### config.mk
export PLATFORM = sky130hd
export DESIGN_NAME = response_tx
export DESIGN_NICKNAME = d
export VERILOG_FILES = /design/src/rtl/response_tx.sv
export SDC_FILE = /design/constraint.sdc
export NUM_CORES = 1
export LEC_CHECK = 0
export ABC_AREA = 1
export BUFFER_PORTS_ARGS = -buffer_cell sky130_fd_sc_hd__buf_2
export CORE_ASPECT_RATIO = 1.25
export CORE_MARGIN = 4
export CORE_UTILIZATION = 32
export DETAILED_ROUTE_END_ITERATION = 12
export PLACE_DENSITY = 0.58
export SYNTH_ARGS = -nofsm -noshare
export SYNTH_HDL_FRONTEND = slang
export SYNTH_SLANG_ARGS = --single-unit
export TNS_END_PERCENT = 30
### constraint.sdc
create_clock -name clk -period 1.5 [get_ports clk]
set_input_delay 0.3 -clock clk [delete_from_list [all_inputs] [get_ports clk]]
set_output_delay 0.3 -clock clk [all_outputs]
set_load 0.02 [all_outputs]
### src/rtl/response_tx.sv
// Response frame transmitter: latches one result, then sends header, data and
// checksum bytes back to back on a UART TX line (8N1, LSB first).
module response_tx #(
    parameter int unsigned CLKS_PER_BIT = 434
) (
    input  logic       clk,
    input  logic       reset,
    input  logic       res_valid,
    input  logic [1:0] res_opcode,
    input  logic [7:0] res_data,
    output logic       res_ack,
    output logic       tx,
    output logic       tx_busy
);

    localparam int unsigned      BAUD_W    = $clog2(CLKS_PER_BIT);
    localparam logic [BAUD_W-1:0] BAUD_LAST = BAUD_W'(CLKS_PER_BIT - 1);
    localparam logic [1:0]       LAST_BYTE = 2'd2;
    localparam logic [2:0]       LAST_BIT  = 3'd7;

    typedef enum logic [1:0] {
        IDLE,
        START,
        DATA,
        STOP
    } state_e;

    state_e              state_q, state_d;
    logic [BAUD_W-1:0]   baud_q, baud_d;
    logic [2:0]          bit_q, bit_d;
    logic [1:0]          byte_q, byte_d;
    logic [7:0]          b0_q, b0_d;
    logic [7:0]          b1_q, b1_d;
    logic [7:0]          b2_q, b2_d;
    logic                tx_q, tx_d;
    logic                busy_q, busy_d;
    logic                ack_q, ack_d;

    logic [7:0]          cur_byte_c;
    logic [7:0]          header_c;
    logic                baud_wrap_c;

    assign header_c    = {4'hA, 2'b00, res_opcode};
    assign baud_wrap_c = (baud_q == BAUD_LAST);

    // Byte currently on the wire
    always_comb begin
        case (byte_q)
            2'd0:    cur_byte_c = b0_q;
            2'd1:    cur_byte_c = b1_q;
            default: cur_byte_c = b2_q;
        endcase
    end

    // tx is computed one cycle ahead so the pin comes straight from a flop
    always_comb begin
        state_d = state_q;
        baud_d  = baud_q;
        bit_d   = bit_q;
        byte_d  = byte_q;
        b0_d    = b0_q;
        b1_d    = b1_q;
        b2_d    = b2_q;
        tx_d    = tx_q;
        busy_d  = busy_q;
        ack_d   = 1'b0;

        case (state_q)
            IDLE: begin
                tx_d   = 1'b1;
                busy_d = 1'b0;
                baud_d = '0;
                bit_d  = '0;
                byte_d = '0;
                if (res_valid) begin
                    b0_d    = header_c;
                    b1_d    = res_data;
                    b2_d    = header_c ^ res_data;
                    ack_d   = 1'b1;
                    busy_d  = 1'b1;
                    tx_d    = 1'b0;
                    state_d = START;
                end
            end
            START: begin
                if (baud_wrap_c) begin
                    baud_d  = '0;
                    bit_d   = '0;
                    tx_d    = cur_byte_c[0];
                    state_d = DATA;
                end else begin
                    baud_d = baud_q + BAUD_W'(1);
                end
            end
            DATA: begin
                if (baud_wrap_c) begin
                    baud_d = '0;
                    if (bit_q == LAST_BIT) begin
                        bit_d   = '0;
                        tx_d    = 1'b1;
                        state_d = STOP;
                    end else begin
                        bit_d = bit_q + 3'd1;
                        tx_d  = cur_byte_c[bit_q + 3'd1];
                    end
                end else begin
                    baud_d = baud_q + BAUD_W'(1);
                end
            end
            STOP: begin
                if (baud_wrap_c) begin
                    baud_d = '0;
                    if (byte_q == LAST_BYTE) begin
                        byte_d  = '0;
                        tx_d    = 1'b1;
                        busy_d  = 1'b0;
                        state_d = IDLE;
                    end else begin
                        byte_d  = byte_q + 2'd1;
                        tx_d    = 1'b0;
                        state_d = START;
                    end
                end else begin
                    baud_d = baud_q + BAUD_W'(1);
                end
            end
            default: begin
                tx_d    = 1'b1;
                busy_d  = 1'b0;
                state_d = IDLE;
            end
        endcase
    end

    always_ff @(posedge clk or negedge reset) begin
        if (!reset) begin
            state_q <= IDLE;
            baud_q  <= '0;
            bit_q   <= '0;
            byte_q  <= '0;
            b0_q    <= '0;
            b1_q    <= '0;
            b2_q    <= '0;
            tx_q    <= 1'b1;
            busy_q  <= 1'b0;
            ack_q   <= 1'b0;
        end else begin
            state_q <= state_d;
            baud_q  <= baud_d;
            bit_q   <= bit_d;
            byte_q  <= byte_d;
            b0_q    <= b0_d;
            b1_q    <= b1_d;
            b2_q    <= b2_d;
            tx_q    <= tx_d;
            busy_q  <= busy_d;
            ack_q   <= ack_d;
        end
    end

    assign tx      = tx_q;
    assign tx_busy = busy_q;
    assign res_ack = ack_q;

endmodule

==> results.json, run 1 <==
{
  "status": "finished, final reports clean",
  "ant_nets": 0,
  "clk_latency_ps": 290,
  "grtUsageMet1_pct": 14.4,
  "hold_violations": 0,
  "setup_viol": 0,
  "synth_nets": 233,
  "port-buffer-count": 15,
  "crit_path_top_delay_cell": "dfrtp_1",
  "root_buffer": "clkbuf_8",
  "crit_chain": "buf_6 -> ha_4 -> nand3b_1 -> nand2_2 -> o221ai_4 -> nor2_1 -> a21oi_1",
  "drive_above_1_share_pct": 29.2,
  "slew_headroom_pct": 70.5,
  "final_common_cell": "nand2_1",
  "fin_crit_ps": 1440,
  "vias": 1406,
  "initial_core_util_pct": 33.7,
  "syn_inst": 211,
  "dp_hpwl_um": 2590,
  "antenna_found_initial": 0,
  "synth.top_cell.area_share_pct": 46.8,
  "drc": 0,
  "grt_pass1_vias": 1394,
  "place.gp.congestion": 0.744,
  "skew_ps": 8.51,
  "final_cell_mix": "nand2_1 (72), dfrtp_1 (32), buf_2 (15)",
  "irDropWorstVdd_v": 0.000496,
  "seq_area_um2": 853,
  "grt_max_degree": 35,
  "ys_types": 32,
  "cts_num_sinks": 34,
  "wirelength_um": 3590,
  "h-tree-depth": 2,
  "die_h_um": 91.0,
  "rsz0062_at_grt": "true",
  "totalPowerFinal_w": 0.00179,
  "leakagePower_nw": 1.03,
  "top_usage_layer": "met2",
  "cp_max_fo": 4,
  "synth.area.top_cells": "dfrtp_1 (47%), nand2_1 (16%), ha_1 (6.4%), nand3_1 (2.8%), inv_1 (2.8%)",
  "grt_pass1_wl_um": 6310,
  "yosysSeqAreaShare_pct": 48.3,
  "drv_slew": 0,
  "critPathMaxStageDelay_ps": 430,
  "hold-worst-slack_ps": 36.4,
  "fmaxAchievable_ghz": 0.693,
  "tightest_slew_ps": 442,
  "drt_pass1_iterations": 4,
  "final_core_util_pct": 41.1,
  "pin_count": 16,
  "use_met2_pct": 19.7,
  "wire_per_inst_um": 11.9,
  "dpl_cell_area_um2": 1950,
  "maxCapViolations": 0,
  "grt_usage_pct": 12.0,
  "multiInputGateArea_um2": 870,
  "synth.avg_cell_area_um2": 8.36,
  "grt_overflow_total": 0,
  "grt_use_met3_pct": 3.76,
  "final_cell_area_um2": 2150,
  "worstPathArrival_ps": 1610,
  "n_antenna_cell": 0,
  "die_x_um": 74.4,
  "hold_class": "in2async",
  "cts_tree": "yes",
  "clkTransAtPathRegs_ps": 70,
  "syn2layout_area_growth_pct": 21.8,
  "hold_buffers": 0,
  "fill_cells": 553,
  "worst_setup_path_start_kind": "register",
  "post_synth_instance_area_um2": 1760,
  "period_share_pct": 96.2,
  "initialDrtViolationCount": 43,
  "synth_area_leader_cell": "dfrtp_1",
  "critPathCaptureType": "register",
  "required_ps": 1670,
  "cts_max_path_buffers": 2,
  "viasPerCell": 4.66,
  "ys_warn_count": 0,
  "die_area_um2": 6770,
  "yosys_register_bits": 34,
  "core_um2": 5230,
  "cts_buffers": 5,
  "crit_type": "reg2reg",
  "powerDensity_nw_per_um2": 832,
  "core.rowCount": 29,
  "nets": 261
}
-- per-stage QoR --
stage,setup TNS (ps),instances,setup slack [ps]
finish,0,302,57.4
global route,-72.3,302,-25.0
global placement,-6.37,292,-6.37
detailed placement,0,292,11.5
CTS,0,300,19.1
floorplan,0,211,76.2
-- routing by layer --
metal / part of all wire, % / wire, um
met2: 51 / 1840
met3: 4.2 / 152
met5: 0 / 0
met4: 1.7 / 61
met1: 43 / 1540
-- final timing paths --
path | slack (ps) | from | to | cells after the start
setup / recovery | 60 | state_q[0] | state_q[1] | 7
min in group clk | 200 | res_data[6] | b1_q[6] | 3
hold reg to reg | 470 | tx | tx | 2
setup reg to reg | 60 | state_q[0] | state_q[1] | 7
hold / removal | 40 | reset | state_q[0] | 2
max in group asynchronous | 1120 | reset | byte_q[1] | 2
-- flip-flops by register name (all words and copies together), names as in the netlist --
name,flops
baud_q,9
b1_q,8
b2_q,4
b0_q,3
bit_q,3
byte_q,2
state_q,2
res_ack,1
tx,1
tx_busy,1
-- logic make-up (layout without fill, tap and decap cells) --
kind of cell | count (synthesis) | after routing | share of synthesized area, %
compound gates | 27 | 27 | 10.0
xor+xnor | 3 | 3 | 1.49
flops | 34 | 34 | 48.3
fa+ha+maj | 9 | 9 | 6.39
buf+inv | 25 | 54 | 5.82
simple gates | 113 | 113 | 28.0
-- cell type report --
cell class | instances | share of cell area, %
inverters | 21 | 3.67
flip-flops and latches | 34 | 39.7
repair buffers | 25 | 7.34
clock buffers | 6 | 3.38
well taps | 62 | 3.61
multi-input cells | 152 | 40.5
clock inverters | 2 | 1.75
-- where the power goes --
group	switching, W	internal [W]
registers	0	0.000917
clock network	0.000337	0.000495
logic	0.0000248	0.0000127
-- synthesized netlist by cell type --
master and instances:
ha_1 9, a22oi_1 1, inv_1 13, nor3b_1 1, o221ai_2 1, o211ai_2 1
xor2_1 2, nor2_2 4, o21ai_0 5, buf_4 2, clkinv_1 1, nor3_2 2
dfstp_2 1, nand2_2 2, clkbuf_1 1, a21oi_1 7, xnor2_1 1, buf_2 1
nand3_1 10, nand2_1 74, nor2_1 13, or2_1 1, nand3b_1 1, dfrtp_1 33
inv_2 7, o21ai_2 2, o21ai_1 6, nor2_4 2, a21oi_2 2, o221ai_1 1
a211oi_1 1, nor3_1 3
-- critical path, delay by kind of cell, from the launching register on --
| family | cells | cell delay (ps) |
|---|---|---|
| AO/OA/AOI/OAI | 2 | 160 |
| buffers and inverters | 1 | 140 |
| AND/OR/NAND/NOR | 3 | 440 |
| adder cells (fa/ha/maj) | 1 | 150 |
| flip-flops | 1 | 430 |
-- timing repair --
| item | 4_1_cts | 5_1_grt |
|---|---|---|
| buffers inserted | 0 | 2 |
| pin swaps | 0 | 5 |
| setup endpoints to repair | 1 | 13 |
| resized for setup | 1 | 18 |
Note: power is estimated with default switching activity, not from simulation.
==> run 2: changes to the inputs <==
Settings changed: PLACE_DENSITY 0.58 to 0.56.
Clock period 1.5 ns to 1.6 ns, I/O delays scaled along.
==> run 2 against run 1 <==
- count of clock-buffer cells in the layout down 1
- die area unchanged
- highest routed layer unchanged
- clock power down 29%
- worst hold slack better by 190 ps
- sequential cell count unchanged
- fmax down 3.2%
==> results.json, run 2 (same netlist as run 1, synthesis figures left out) <==
{
  "status": "finished, final reports clean",
  "drive_above_1_share_pct": 24.9,
  "final_cell_mix": "nand2_1 (74), dfrtp_1 (32), buf_2 (15)",
  "cts_num_sinks": 34,
  "setup_viol": 0,
  "irDropWorstVdd_v": 0.000421,
  "cts_max_path_buffers": 2,
  "hold-worst-slack_ps": 226,
  "skew_ps": 7.66,
  "antenna_found_initial": 0,
  "hold_class": "in2reg",
  "h-tree-depth": 2,
  "clkTransAtPathRegs_ps": 70,
  "top_usage_layer": "met2",
  "worstPathArrival_ps": 1650,
  "leakagePower_nw": 1.02,
  "fill_cells": 568,
  "grt_overflow_total": 0,
  "grt_pass1_vias": 1408,
  "crit_type": "reg2reg",
  "tightest_slew_ps": 298,
  "drv_slew": 0,
  "viasPerCell": 4.59,
  "dp.cells": 289,
  "maxCapViolations": 0,
  "root_buffer": "clkbuf_8",
  "grt_pass1_wl_um": 6380,
  "use_met2_pct": 20.4,
  "initial_core_util_pct": 33.7,
  "fin_cells": 299,
  "required_ps": 1760,
  "initialDrtViolationCount": 22,
  "slew_headroom_pct": 80.1,
  "grtUsageMet1_pct": 14.7,
  "final_common_cell": "nand2_1",
  "grt_use_met3_pct": 2.76,
  "largest_register": "baud_q",
  "critPathCaptureType": "register",
  "place.gp.congestion": 0.798,
  "cp_max_fo": 5,
  "die_area_um2": 6770,
  "cts_tree": "yes",
  "grt_max_degree": 17,
  "clk_latency_ps": 280,
  "wire_per_inst_um": 11.7,
  "rsz0062_at_grt": "false",
  "largest_reg_flops": 9,
  "largestRegisters": "baud_q (9), b1_q (8), b2_q (4)",
  "n_antenna_cell": 0,
  "port-buffer-count": 15,
  "worst_setup_path_start_kind": "register",
  "dp_hpwl_um": 2730,
  "core.rowCount": 29,
  "drt_pass1_iterations": 6,
  "final_core_util_pct": 39.5,
  "period_share_pct": 93.2,
  "powerDensity_nw_per_um2": 723,
  "cts_buffers": 5,
  "setup_tns_ps": 0,
  "wirelength_um": 3500,
  "pin_count": 16,
  "seq_area_um2": 853,
  "hold_violations": 0,
  "drc": 0,
  "ant_nets": 0,
  "die_x_um": 74.4,
  "die_h_um": 91.0,
  "fmaxAchievable_ghz": 0.671,
  "fin_crit_ps": 1490,
  "syn2layout_area_growth_pct": 17.1,
  "nets": 259,
  "core_um2": 5230,
  "multiInputGateArea_um2": 826,
  "vias": 1373,
  "grt_usage_pct": 12.1
}
[run 2: cell count changes in the layout (fill, tap and decap cells not counted), moves of 2 or more]
cell / delta
buf_4: -2
buf_6: -2
clkinv_2: +2
inv_1: +2
inv_2: -2
nand2_1: +2
nand2_2: -2
[run 2: final cells by class]
class / count / area share (%)
Clock inverter: 2 / 0.485
Multi-Input combinational cell: 152 / 40.0
Inverter: 21 / 3.82
Sequential cell: 34 / 41.3
Clock buffer: 5 / 3.33
Tap cell: 62 / 3.76
Timing Repair Buffer: 23 / 7.27
[run 2: worst max-delay path, cell delays in order, from the launching register on]
cell      delay [ps]
dfrtp_1          400
buf_4            150
ha_2             220
inv_2             80
nand3b_1         110
nand2_1          120
o221ai_2         130
nor2_1           110
a21oi_1           50
[run 2: final timing paths]
check,from,to,slack [ps],cells after the start
hold / removal,res_data[6],b1_q[6],230,3
setup / recovery,state_q[0],state_q[1],110,8
min in group asynchronous,reset,byte_q[0],450,2
setup reg to reg,state_q[0],state_q[1],110,8
hold reg to reg,tx,tx,470,2
max in group asynchronous,reset,tx,680,3
[run 2: repair_timing]
action	CTS	global route
hold buffers	1	0
endpoints found under the hold margin	10	0
gates resized for setup	0	7
setup endpoints to repair	0	6
setup buffers	0	2
[run 2: power by group]
part            total, W  internal [W]  switching [W]  leakage (nW)
logic          0.0000421     0.0000182      0.0000239         0.537
registers       0.000859      0.000859              0         0.440
clock network   0.000590      0.000292       0.000298        0.0438
total            0.00149       0.00117       0.000322          1.02
[run 2: metal layers]
metal  up-vias  part of all wire, %
li1        721                    -
met1       629                   46
met2        18                   50
met3         5                  3.1
met4         0                  1.3
met5         -                    0
[run 2: through the flow]
step | total power, W | area [um^2] | setup WS, ps
after floorplan | 0.000876 | 1760 | 176
after detailed placement | 0.000918 | 1940 | 47.9
after global routing | 0.00156 | 2060 | 4.54
after CTS | 0.00153 | 2030 | 25.4
after global placement | 0.000918 | 1940 | 50.9
final | 0.00149 | 2060 | 110
==> run 3: changes to the inputs <==
Settings changed: CORE_UTILIZATION 32 to 35, PLACE_DENSITY 0.56 to 0.62.
==> run 3 against run 2 <==
- combinational power is 4% lower
- count of clock-buffer cells in the layout is 3 higher
- setup slack worse by 5.9 ps
- non-clock buffer count is 3 lower
==> results.json, run 3 (same netlist as run 1, synthesis figures left out) <==
{
  "clk_latency_ps": 280,
  "irDropWorstVdd_v": 0.000554,
  "worstPathArrival_ps": 1660,
  "antenna_found_initial": 0,
  "largest_reg_flops": 9,
  "place.gp.congestion": 0.777,
  "crit_path_top_delay_cell": "dfrtp_1",
  "grt_max_degree": 19,
  "grt_usage_pct": 12.6,
  "grt_pass1_vias": 1426,
  "drive_above_1_share_pct": 24.7,
  "grt_pass1_wl_um": 6170,
  "pin_count": 16,
  "fill_cells": 496,
  "fin_crit_ps": 1500,
  "skew_ps": 3.59,
  "initialDrtViolationCount": 30,
  "tightest_slew_ps": 409,
  "root_buffer": "clkbuf_8",
  "wirelength_um": 3350,
  "ant_nets": 0,
  "fmaxAchievable_ghz": 0.668,
  "nets": 256,
  "drv_slew": 0,
  "cts_buffers": 5,
  "final_common_cell": "nand2_1",
  "viasPerCell": 4.63,
  "largestRegisters": "baud_q (9), b1_q (8), b2_q (4)",
  "rsz0062_at_grt": "true",
  "grt_overflow_total": 0,
  "crit_type": "reg2reg",
  "port-buffer-count": 15,
  "vias": 1365,
  "crit_chain": "ha_1 -> inv_2 -> nand3b_1 -> nand2_2 -> o221ai_4 -> nor2_2 -> a21oi_1",
  "initial_core_util_pct": 36.7,
  "cp_top_family": "flip-flops",
  "wire_per_inst_um": 11.4,
  "hold_violations": 0,
  "worst_setup_path_start_kind": "register",
  "status": "finished, final reports clean",
  "n_antenna_cell": 0,
  "cp_max_fo": 5,
  "syn2layout_area_growth_pct": 18.3,
  "drt_pass1_iterations": 4,
  "die_h_um": 87.4,
  "largest_register": "baud_q",
  "slew_headroom_pct": 72.7,
  "cts_max_path_buffers": 2,
  "post_cts_buffers": 0,
  "core.rowCount": 28,
  "period_share_pct": 93.5,
  "worst-path-buf-inv": 1,
  "setup_tns_ps": 0,
  "die_x_um": 71.5,
  "cts_tree": "yes",
  "hold_class": "in2reg",
  "critPathMaxStageDelay_ps": 430,
  "h-tree-depth": 2,
  "powerDensity_nw_per_um2": 788,
  "maxCapViolations": 0,
  "leakagePower_nw": 1.02,
  "core_um2": 4800,
  "die_area_um2": 6240,
  "required_ps": 1770,
  "clkTransAtPathRegs_ps": 70,
  "dp_hpwl_um": 2610,
  "setup_viol": 0,
  "drc": 0,
  "cts_num_sinks": 34,
  "critPathCaptureType": "register",
  "final_core_util_pct": 43.5,
  "final_cell_mix": "nand2_1 (73), dfrtp_1 (33), buf_2 (15)"
}
-- run 3: report_power, final --
part	switching (W)	internal, W
registers	0	0.000859
clock network	0.000309	0.000435
logic	0.0000239	0.0000167
total	0.000333	0.00131
-- run 3: area by class of cell --
cell class              instances  area [um^2]  area share [%]
well taps                      60         75.1            3.60
flip-flops and latches         34          852            40.9
multi-input cells             152          842            40.4
inverters                      21         78.8            3.78
clock buffers                   8          110            5.28
repair buffers                 20          128            6.12
-- run 3: tightest hold or removal path: stages --
cell     delay (ps)
buf_2            70
nand2_1          40
nand2_1          40
-- run 3: timing repair --
| item | 4_1_cts | 5_1_grt |
|---|---|---|
| gates resized for setup | 0 | 8 |
| setup endpoints to repair | 0 | 4 |
| endpoints found under the hold margin | 16 | 0 |
| hold buffers | 1 | 0 |
-- run 3: metrics by stage --
stage	instance area (um^2)	power [W]	std cells	hold WS, ps	setup slack, ps
floorplan	1760	0.000876	211	24.4	176
global placement	1930	0.000916	286	281	72.3
detailed placement	1930	0.000916	286	276	26.9
CTS	2050	0.00166	295	217	14.6
global route	2090	0.00171	295	235	-5.05
finish	2090	0.00164	295	227	104
-- run 3: path summary, 6_finish.rpt --
check	endpoint	slack, ps	cells past startpoint	startpoint
setup / recovery	state_q[1]	100	7	state_q[0]
hold / removal	b1_q[4]	230	3	res_data[4]
setup reg to reg	state_q[1]	100	7	state_q[0]
hold reg to reg	tx	470	2	tx
max in group asynchronous	tx	590	3	reset
min in group asynchronous	baud_q[4]	490	2	reset
-- run 3: layer usage --
layer | vias up | part of all wire, % | track usage [%]
li1 | 717 | - | -
met1 | 626 | 45 | 14.1
met2 | 16 | 50 | 22.7
met3 | 6 | 3.0 | 3.46
met4 | 0 | 1.9 | 4.62
met5 | - | 0 | 0
